`src/rtl/serial_addsub_seq_if.sv`:
```
// Operand/result bundle for the digit-serial adder/subtractor.
// The requester drives start/sub/a/b; the datapath returns status and result.
interface serial_addsub_seq_if #(
   parameter int unsigned WIDTH = 8
);
   logic             start;
   logic             sub;
   logic [WIDTH-1:0] a;
   logic [WIDTH-1:0] b;
   logic             busy;
   logic             done;
   logic [WIDTH-1:0] sum;
   logic             cout;
   logic             ovf;

   modport master (
      output start, sub, a, b,
      input  busy, done, sum, cout, ovf
   );

   modport slave (
      input  start, sub, a, b,
      output busy, done, sum, cout, ovf
   );
endinterface

```
`src/rtl/serial_addsub_seq.sv`:
```
// Digit-serial adder/subtractor: DIGIT bits per clock, LSB first, one carry register.
// Optional signed saturation of the result is enabled by defining SERIAL_ADDSUB_SAT_EN.
module serial_addsub_seq #(
   parameter int unsigned WIDTH = 8,
   parameter int unsigned DIGIT = 1
) (
   input logic                clk,
   input logic                clr_n,
   serial_addsub_seq_if.slave bus
);

   localparam int unsigned STEPS = WIDTH / DIGIT;
   localparam int unsigned CNT_W = (STEPS > 1) ? $clog2(STEPS) : 1;
   localparam logic [CNT_W-1:0] LAST_STEP = CNT_W'(STEPS - 1);

   typedef enum logic [1:0] {
      IDLE = 2'd0,
      RUN  = 2'd1,
      DONE = 2'd2
   } state_t;

   state_t           state;
   logic [WIDTH-1:0] a_sr;
   logic [WIDTH-1:0] b_sr;
   logic [WIDTH-1:0] sum_q;
   logic             carry;
   logic [CNT_W-1:0] cnt;
   logic             busy_q;
   logic             done_q;
   logic             cout_q;
   logic             ovf_q;

   logic [DIGIT:0]   dig_c;
   logic             msb_cin_c;
   logic             dig_ovf_c;
   logic [WIDTH-1:0] sum_shift_c;
   logic [WIDTH-1:0] sum_fin_c;

   // One digit column sum; the carry into the top bit is recovered from its sum bit.
   always_comb begin
      dig_c       = (DIGIT+1)'(a_sr[DIGIT-1:0]) + (DIGIT+1)'(b_sr[DIGIT-1:0])
                    + (DIGIT+1)'(carry);
      msb_cin_c   = dig_c[DIGIT-1] ^ a_sr[DIGIT-1] ^ b_sr[DIGIT-1];
      dig_ovf_c   = msb_cin_c ^ dig_c[DIGIT];
      sum_shift_c = WIDTH'({dig_c[DIGIT-1:0], sum_q} >> DIGIT);
      sum_fin_c   = sum_shift_c;
`ifdef SERIAL_ADDSUB_SAT_EN
      // On the last digit a_sr[DIGIT-1] is the original sign of operand A.
      if (dig_ovf_c) begin
         sum_fin_c = a_sr[DIGIT-1] ? {1'b1, {(WIDTH-1){1'b0}}}
                                   : {1'b0, {(WIDTH-1){1'b1}}};
      end
`endif
   end

   always_ff @(posedge clk or negedge clr_n) begin
      if (!clr_n) begin
         state  <= IDLE;
         a_sr   <= '0;
         b_sr   <= '0;
         sum_q  <= '0;
         carry  <= 1'b0;
         cnt    <= '0;
         busy_q <= 1'b0;
         done_q <= 1'b0;
         cout_q <= 1'b0;
         ovf_q  <= 1'b0;
      end else begin
         case (state)
            IDLE, DONE: begin
               done_q <= 1'b0;
               if (bus.start) begin
                  state  <= RUN;
                  busy_q <= 1'b1;
                  a_sr   <= bus.a;
                  b_sr   <= bus.sub ? ~bus.b : bus.b;
                  carry  <= bus.sub;
                  cnt    <= '0;
               end else begin
                  state <= IDLE;
               end
            end
            RUN: begin
               a_sr  <= a_sr >> DIGIT;
               b_sr  <= b_sr >> DIGIT;
               carry <= dig_c[DIGIT];
               cnt   <= cnt + CNT_W'(1);
               if (cnt == LAST_STEP) begin
                  state  <= DONE;
                  busy_q <= 1'b0;
                  done_q <= 1'b1;
                  cout_q <= dig_c[DIGIT];
                  ovf_q  <= dig_ovf_c;
                  sum_q  <= sum_fin_c;
               end else begin
                  sum_q <= sum_shift_c;
               end
            end
            default: begin
               state  <= IDLE;
               busy_q <= 1'b0;
               done_q <= 1'b0;
            end
         endcase
      end
   end

   assign bus.busy = busy_q;
   assign bus.done = done_q;
   assign bus.sum  = sum_q;
   assign bus.cout = cout_q;
   assign bus.ovf  = ovf_q;

endmodule

```
`src/flat_wrapper.sv`:
```
// flat-port wrapper written by rule: the top's interface ports become plain ports
module serial_addsub_seq_flat 
#(
   parameter int unsigned WIDTH = 8,
   parameter int unsigned DIGIT = 1
)
  (clk, clr_n, bus_start, bus_sub, bus_a, bus_b, bus_busy, bus_done, bus_sum, bus_cout, bus_ovf);
  serial_addsub_seq_if #(.WIDTH(WIDTH)) bus_i ();
  input logic clk;
  input logic clr_n;
  input wire logic [$bits(bus_i.start)-1:0] bus_start;
  input wire logic [$bits(bus_i.sub)-1:0] bus_sub;
  input wire logic [$bits(bus_i.a)-1:0] bus_a;
  input wire logic [$bits(bus_i.b)-1:0] bus_b;
  output wire logic [$bits(bus_i.busy)-1:0] bus_busy;
  output wire logic [$bits(bus_i.done)-1:0] bus_done;
  output wire logic [$bits(bus_i.sum)-1:0] bus_sum;
  output wire logic [$bits(bus_i.cout)-1:0] bus_cout;
  output wire logic [$bits(bus_i.ovf)-1:0] bus_ovf;
  assign bus_i.start = bus_start;
  assign bus_i.sub = bus_sub;
  assign bus_i.a = bus_a;
  assign bus_i.b = bus_b;
  assign bus_busy = bus_i.busy;
  assign bus_done = bus_i.done;
  assign bus_sum = bus_i.sum;
  assign bus_cout = bus_i.cout;
  assign bus_ovf = bus_i.ovf;
  serial_addsub_seq #(.WIDTH(WIDTH), .DIGIT(DIGIT)) u_core (.clk(clk), .clr_n(clr_n), .bus(bus_i));
endmodule
```
`config.mk`:
```
export PLATFORM = sky130hd
export DESIGN_NAME = serial_addsub_seq_flat
export DESIGN_NICKNAME = d
export VERILOG_FILES = /design/src/rtl/serial_addsub_seq_if.sv /design/src/rtl/serial_addsub_seq.sv /design/src/flat_wrapper.sv
export SDC_FILE = /design/constraint.sdc
export NUM_CORES = 1
export LEC_CHECK = 0
export ABC_AREA = 0
export CORE_MARGIN = 4
export CORE_UTILIZATION = 25
export CTS_BUF_LIST = sky130_fd_sc_hd__clkbuf_16
export DETAILED_ROUTE_END_ITERATION = 10
export HOLD_SLACK_MARGIN = 0.08
export SYNTH_ARGS = -nofsm -noshare
export SYNTH_HDL_FRONTEND = slang
export SYNTH_SLANG_ARGS = --single-unit
export TNS_END_PERCENT = 20
```
`constraint.sdc`:
```
create_clock -name clk -period 1.7 [get_ports clk]
set_input_delay 0.425 -clock clk [delete_from_list [all_inputs] [get_ports clk]]
set_output_delay 0.425 -clock clk [all_outputs]
set_load 0.01 [all_outputs]
```
After elaboration in Yosys (flattened, before gate mapping):

Index checks and enable logic that the tools add are counted.

* register bits: 34
* latch bits: 0
* bits in writable memories: 0
* bits in read-only memories: 0
* input bits: 20
* output and inout port bits: 12
* word-level logic and storage cells: 45
* memories kept: 0

* add/subtract/negate cells: 3
* multipliers: 0
* div/mod/pow operators: 0
* magnitude comparators: 0
* equal/unequal tests: 5
* shifts and indexed selects: 0
* mux-type cells: 17
* bitwise logic cells: 4
* reduce and logical (&&, ||, !) cells: 6

Operators with widths (count)
* 8-bit one-hot mux with 2 select lines: 2
* 8-bit 2-to-1 mux: 3
* 8-bit NOT: 1
* 1-bit 2-to-1 mux: 6
* 3-bit one-hot mux with 2 select lines: 1
* 2-bit AND reduction: 3
* 1-bit one-hot mux with 2 select lines: 2
* 2-bit one-hot mux with 2 select lines: 1
* 3-bit by 1-bit adder with 3-bit output, second input constant: 1
* 3-bit == test, second input constant: 1
* 3-bit 2-to-1 mux: 1
* 1-bit XOR: 3
* 1-bit by 1-bit adder with 2-bit output: 1
* 2-bit by 1-bit adder with 2-bit output: 1
* 2-bit by 1-bit == test with 1-bit output, second input constant: 1
* 2-bit == test, second input constant: 1
* 2-bit logical NOT: 1
* 2-bit 2-to-1 mux: 1
* 2-bit by 1-bit != test with 1-bit output, second input constant: 1
* 2-bit != test, second input constant: 1
* 2-bit nonzero test: 1
* 2-bit OR reduction: 1

Logic depth before layout (Yosys ltp):

* depth after elaboration: 5
* mapped depth: 5
* mapped depth without buffers: 5

Worst setup path after synthesis:

No wires, ideal clock.

* kind: reg-to-reg
* start: reg u_core.carry
* end: reg u_core.carry
* data arrival time: 1.213 ns
* data required time: 1.582 ns
* path slack: 0.369 ns
* cell stages (with the launch flop): 4
* path buffers: 0
* clock period less this slack: 1.331 ns
* path through: dfrtp_1 -> fa_1 -> a22o_1 -> a21o_1

* longest elaborated chain between the ends: 2

RTL lines
* start, declared: line serial_addsub_seq.sv:26 `logic carry;`
* start signal, assigned: line serial_addsub_seq.sv:77 `carry <= bus.sub;`
* start signal, assigned: line serial_addsub_seq.sv:86 `carry <= dig_c[DIGIT];`
* 2-bit by 1-bit adder with 2-bit output: line serial_addsub_seq.sv:42 `+ (DIGIT+1)'(carry);`
* named net u_core.dig_c[1]: line serial_addsub_seq.sv:33 `logic [DIGIT:0] dig_c;`
* 1-bit one-hot mux with 2 select lines: line serial_addsub_seq.sv:69 `case (state)`

The timed path passes the listed nets, and every way through them passes these cells.
A chain may end at the register's enable or synchronous reset.

Worst setup path in the final report:

* start: reg u_core.done_q (netlist: u_core.bus.done)
* end: out bus_done

RTL lines
* start, declared: line serial_addsub_seq.sv:29 `logic done_q;`
* start signal, assigned: line serial_addsub_seq.sv:65 `done_q <= 1'b0;`
* start signal, assigned: line serial_addsub_seq.sv:71 `done_q <= 1'b0;`
* start signal, assigned: line serial_addsub_seq.sv:91 `done_q <= 1'b1;`
* end, declared: line flat_wrapper.sv:16 `output wire logic [$bits(bus_i.done)-1:0] bus_done;`

No word-level cell between the ends.

==> summary.md <==
| Metric | Value |
|---|---|
| Routed Antenna Nets | `0` |
| Max-Cap Viols | `0` |
| CTS H-Tree Depth | `2` |
| CTS root buf | `clkbuf_16` |
| Slowest cell on crit path | `clkdlybuf4s50_1` |
| Chip Height | `84.23 um` |
| Synth area leaders | `dfrtp_1, mux2_2, a22o_1` |
| Final Instance Count excl. Fillers | `221` |
| Worst hold endpoint | `u_core.a_sr[5]` |
| TritonCTS Sinks | `33` |
| Yosys Warn Count | `0` |
| Min Clock Period, post-route | `1654 ps` |
| CP max stage delay | `560 ps` |
| CTS tree | `done` |
| Final worst-path cycle share | `0.9728` |
| Worst-Skew Late Latency | `270 ps` |
| Reg2reg path depth | `4` |
| Total wire length | `3052 um` |
| Core area | `5574 um^2` |
| Placed instance area | `1868 um^2` |
| Cell Rows | `27` |
| DR vias/cell | `4.520` |
| Peak supply drop | `0.6433 mV` |
| Post-synth EDFFs | `0` |
| RR Startpoint | `u_core.state[0]` |
| Critical-path cell list | `clkdlybuf4s50_1` |
| Share of cells above drive strength 1 | `0.1812` |
| Initial antenna violation count | `0` |
| Buf/Inv on CP | `1` |
| Fin Setup TNS | `0 ps` |
| Total gr overflow | `0` |
| IO buf count | `31` |
| Global Route Usage Sum | `0.09406` |
| Initial Utilization | `0.2606` |
| Largest net degree at the start of global routing | `34` |
| Primary FF master, synth | `dfrtp_1` |
| P_leak | `0.9169 nW` |
| Slew @ Worst Pin | `519.2 ps` |
| Startpoint types | `register` |
| Syn-to-layout area delta | `38.33%` |
| FFs w/ async S/R, synth | `1.000` |
| Clk buf depth | `2` |
| Share of the synthesized area in the top cell type | `0.5685` |
| Worst-path maximum fanout | `3` |
| Die area | `7094 um^2` |
| Gp weighted congestion | `0.7201` |
| Post-Synthesis Cells | `110` |
| DRT iter0 DRCs | `43` |
| Worst hold path type | `register to register` |
| Clock Skew | `2.939 ps` |
| Vias in the first global route | `1115` |
| Worst EP required | `1270 ps` |
| RR Endpoint | `u_core.bus.sum[5]` |
| Worst path arrival time | `1230 ps` |
| # DRC | `0` |
| Flops & latches, synth | `33` |
| HPWL after DPL | `2196 um` |
| TritonRoute pass-1 iters | `4` |
| First-pass GRT wire length | `5340 um` |
| Antenna cells | `0` |
| Hold WS | `478.4 ps` |
| Hold_buf cts | `0` |
| Final Cell Area | `2009 um^2` |
| Nets@finish | `171` |
| Routed len/inst | `13.81 um` |
| Commonest cells post-synth | `dfrtp_1, a22o_1, mux2_2, nor2_1` |
| Final Hold Fails | `0` |
| Clock transition at path regs | `50 ps` |
| RSZ-0062 raised after global routing | `no` |
| Mapped cell area | `1453 um^2` |
| R2R setup slack | `210 ps` |
| Post-synthesis sequential area ratio | `0.5685` |
| # setup viols final | `0` |
| Clock buffer count from CTS | `5` |
| Max Fclk | `0.6047 GHz` |
| Total number of vias | `999` |
| Max Slew Vio Count | `0` |
| Count leader, synth | `dfrtp_1` |
| Critical path class | `register to output pin` |
| Synth cell types | `21` |
| Yosys top cell by area | `dfrtp_1` |
| Fillers | `554` |
| HP Start | `u_core.a_sr[5]` |
| Syn Nets | `133` |
| Worst setup EP type | `output pin` |
| Die Wd | `84.23 um` |
| Boundary Pins | `32` |
| Mean Syn Cell Area | `13.21 um^2` |
| Hold Path Cell Cnt | `1` |
| Status | `completed` |
| Postcts setup bufs | `0` |
| Slew HR | `0.6535` |
| Cells after DPL | `213` |
| Power density cells | `1905 nW/um^2` |
| Cell family with most CP delay | `buffers and inverters` |
## cell type report
type | count | area (um^2) | area share
multi-input cells | 68 | 568.0 | 0.2827
clock inverters | 3 | 13.76 | 0.006849
well taps | 72 | 90.09 | 0.04483
clock buffers | 5 | 125.1 | 0.06227
inverters | 1 | 3.754 | 0.001868
repair buffers | 39 | 382.9 | 0.1905
flip-flops and latches | 33 | 825.8 | 0.4110
## per-layer routing
metal  routed length (um)  GRT usage  vias up
met3                  214    0.03533        6
met1                 1392     0.1122      490
met4                   56    0.03947        0
li1                     -          -      475
met5                    0          0        -
met2                 1389     0.1521       28
## state kept, by name (all words and copies together), names as in the netlist
signal           flops
u_core.a_sr          8
u_core.b_sr          8
u_core.bus.busy      1
u_core.bus.cout      1
u_core.bus.done      1
u_core.bus.ovf       1
u_core.bus.sum       8
u_core.carry         1
u_core.cnt           3
u_core.state         1
## logic make-up (layout without fill, tap and decap cells)
| group | Yosys count | count (layout) | synth area share |
|---|---|---|---|
| adder cells (fa/ha/maj) | 3 | 3 | 0.03101 |
| XOR/XNOR | 9 | 9 | 0.05427 |
| multiplexers | 10 | 10 | 0.07752 |
| buffers and inverters | 9 | 48 | 0.04220 |
| AND/OR/NAND/NOR | 15 | 15 | 0.05082 |
| AO/OA/AOI/OAI | 31 | 31 | 0.1757 |
| flip-flops | 33 | 33 | 0.5685 |
## stage by stage
stage	total power, W	worst slack (ps)	util
floorplan	0.002434	368.8	-
CTS	0.003889	24.24	0.3605
global route	0.004112	4.133	0.3605
global placement	0.002964	-302.9	0.3351
finish	0.003828	46.26	0.3605
detailed placement	0.003028	-368.7	0.3351
## where the power goes
group	switching [W]	internal [W]	total [W]
combinational	0.000643	0.000953	0.00160
sequential	0.000246	0.00116	0.00141
clock	0.000292	0.000530	0.000822
## cell usage in the layout (no fill, tap or decap)
| cell | n |
|---|---|
| nor2_2 | 1 |
| ha_1 | 2 |
| nand2b_1 | 1 |
| o21ai_0 | 2 |
| nand2_1 | 1 |
| a221o_1 | 7 |
| mux2_2 | 10 |
| inv_1 | 2 |
| and2_1 | 1 |
| clkbuf_16 | 5 |
| a22o_1 | 12 |
| clkdlybuf4s50_1 | 31 |
| xor2_1 | 1 |
| nor2b_4 | 1 |
| xnor2_1 | 8 |
| fa_1 | 1 |
| nor2b_1 | 1 |
| buf_12 | 1 |
| buf_4 | 7 |
| dfrtp_1 | 33 |
| a21oi_1 | 2 |
| a21o_1 | 8 |
| clkinv_2 | 2 |
| nor2_1 | 9 |
## what timing repair did
| action | in CTS | in global routing |
|---|---|---|
| gates resized for setup | 1 | 0 |
| setup endpoints to repair | 20 | 0 |
| endpoints found under the hold margin | 0 | 0 |
## worst max path at each step
stage / start / end / slack, ps / cells after the start
after floorplan: u_core.carry / u_core.carry / 370 / 3
after global placement: bus_start / u_core.a_sr[7] / -300 / 5
after detailed placement: bus_start / u_core.a_sr[7] / -370 / 5
after CTS: u_core.bus.done / bus_done / 20 / 1
after global routing: u_core.bus.done / bus_done / 4 / 1
final: u_core.bus.done / bus_done / 50 / 1
Note: power is estimated with default switching activity, not from simulation.
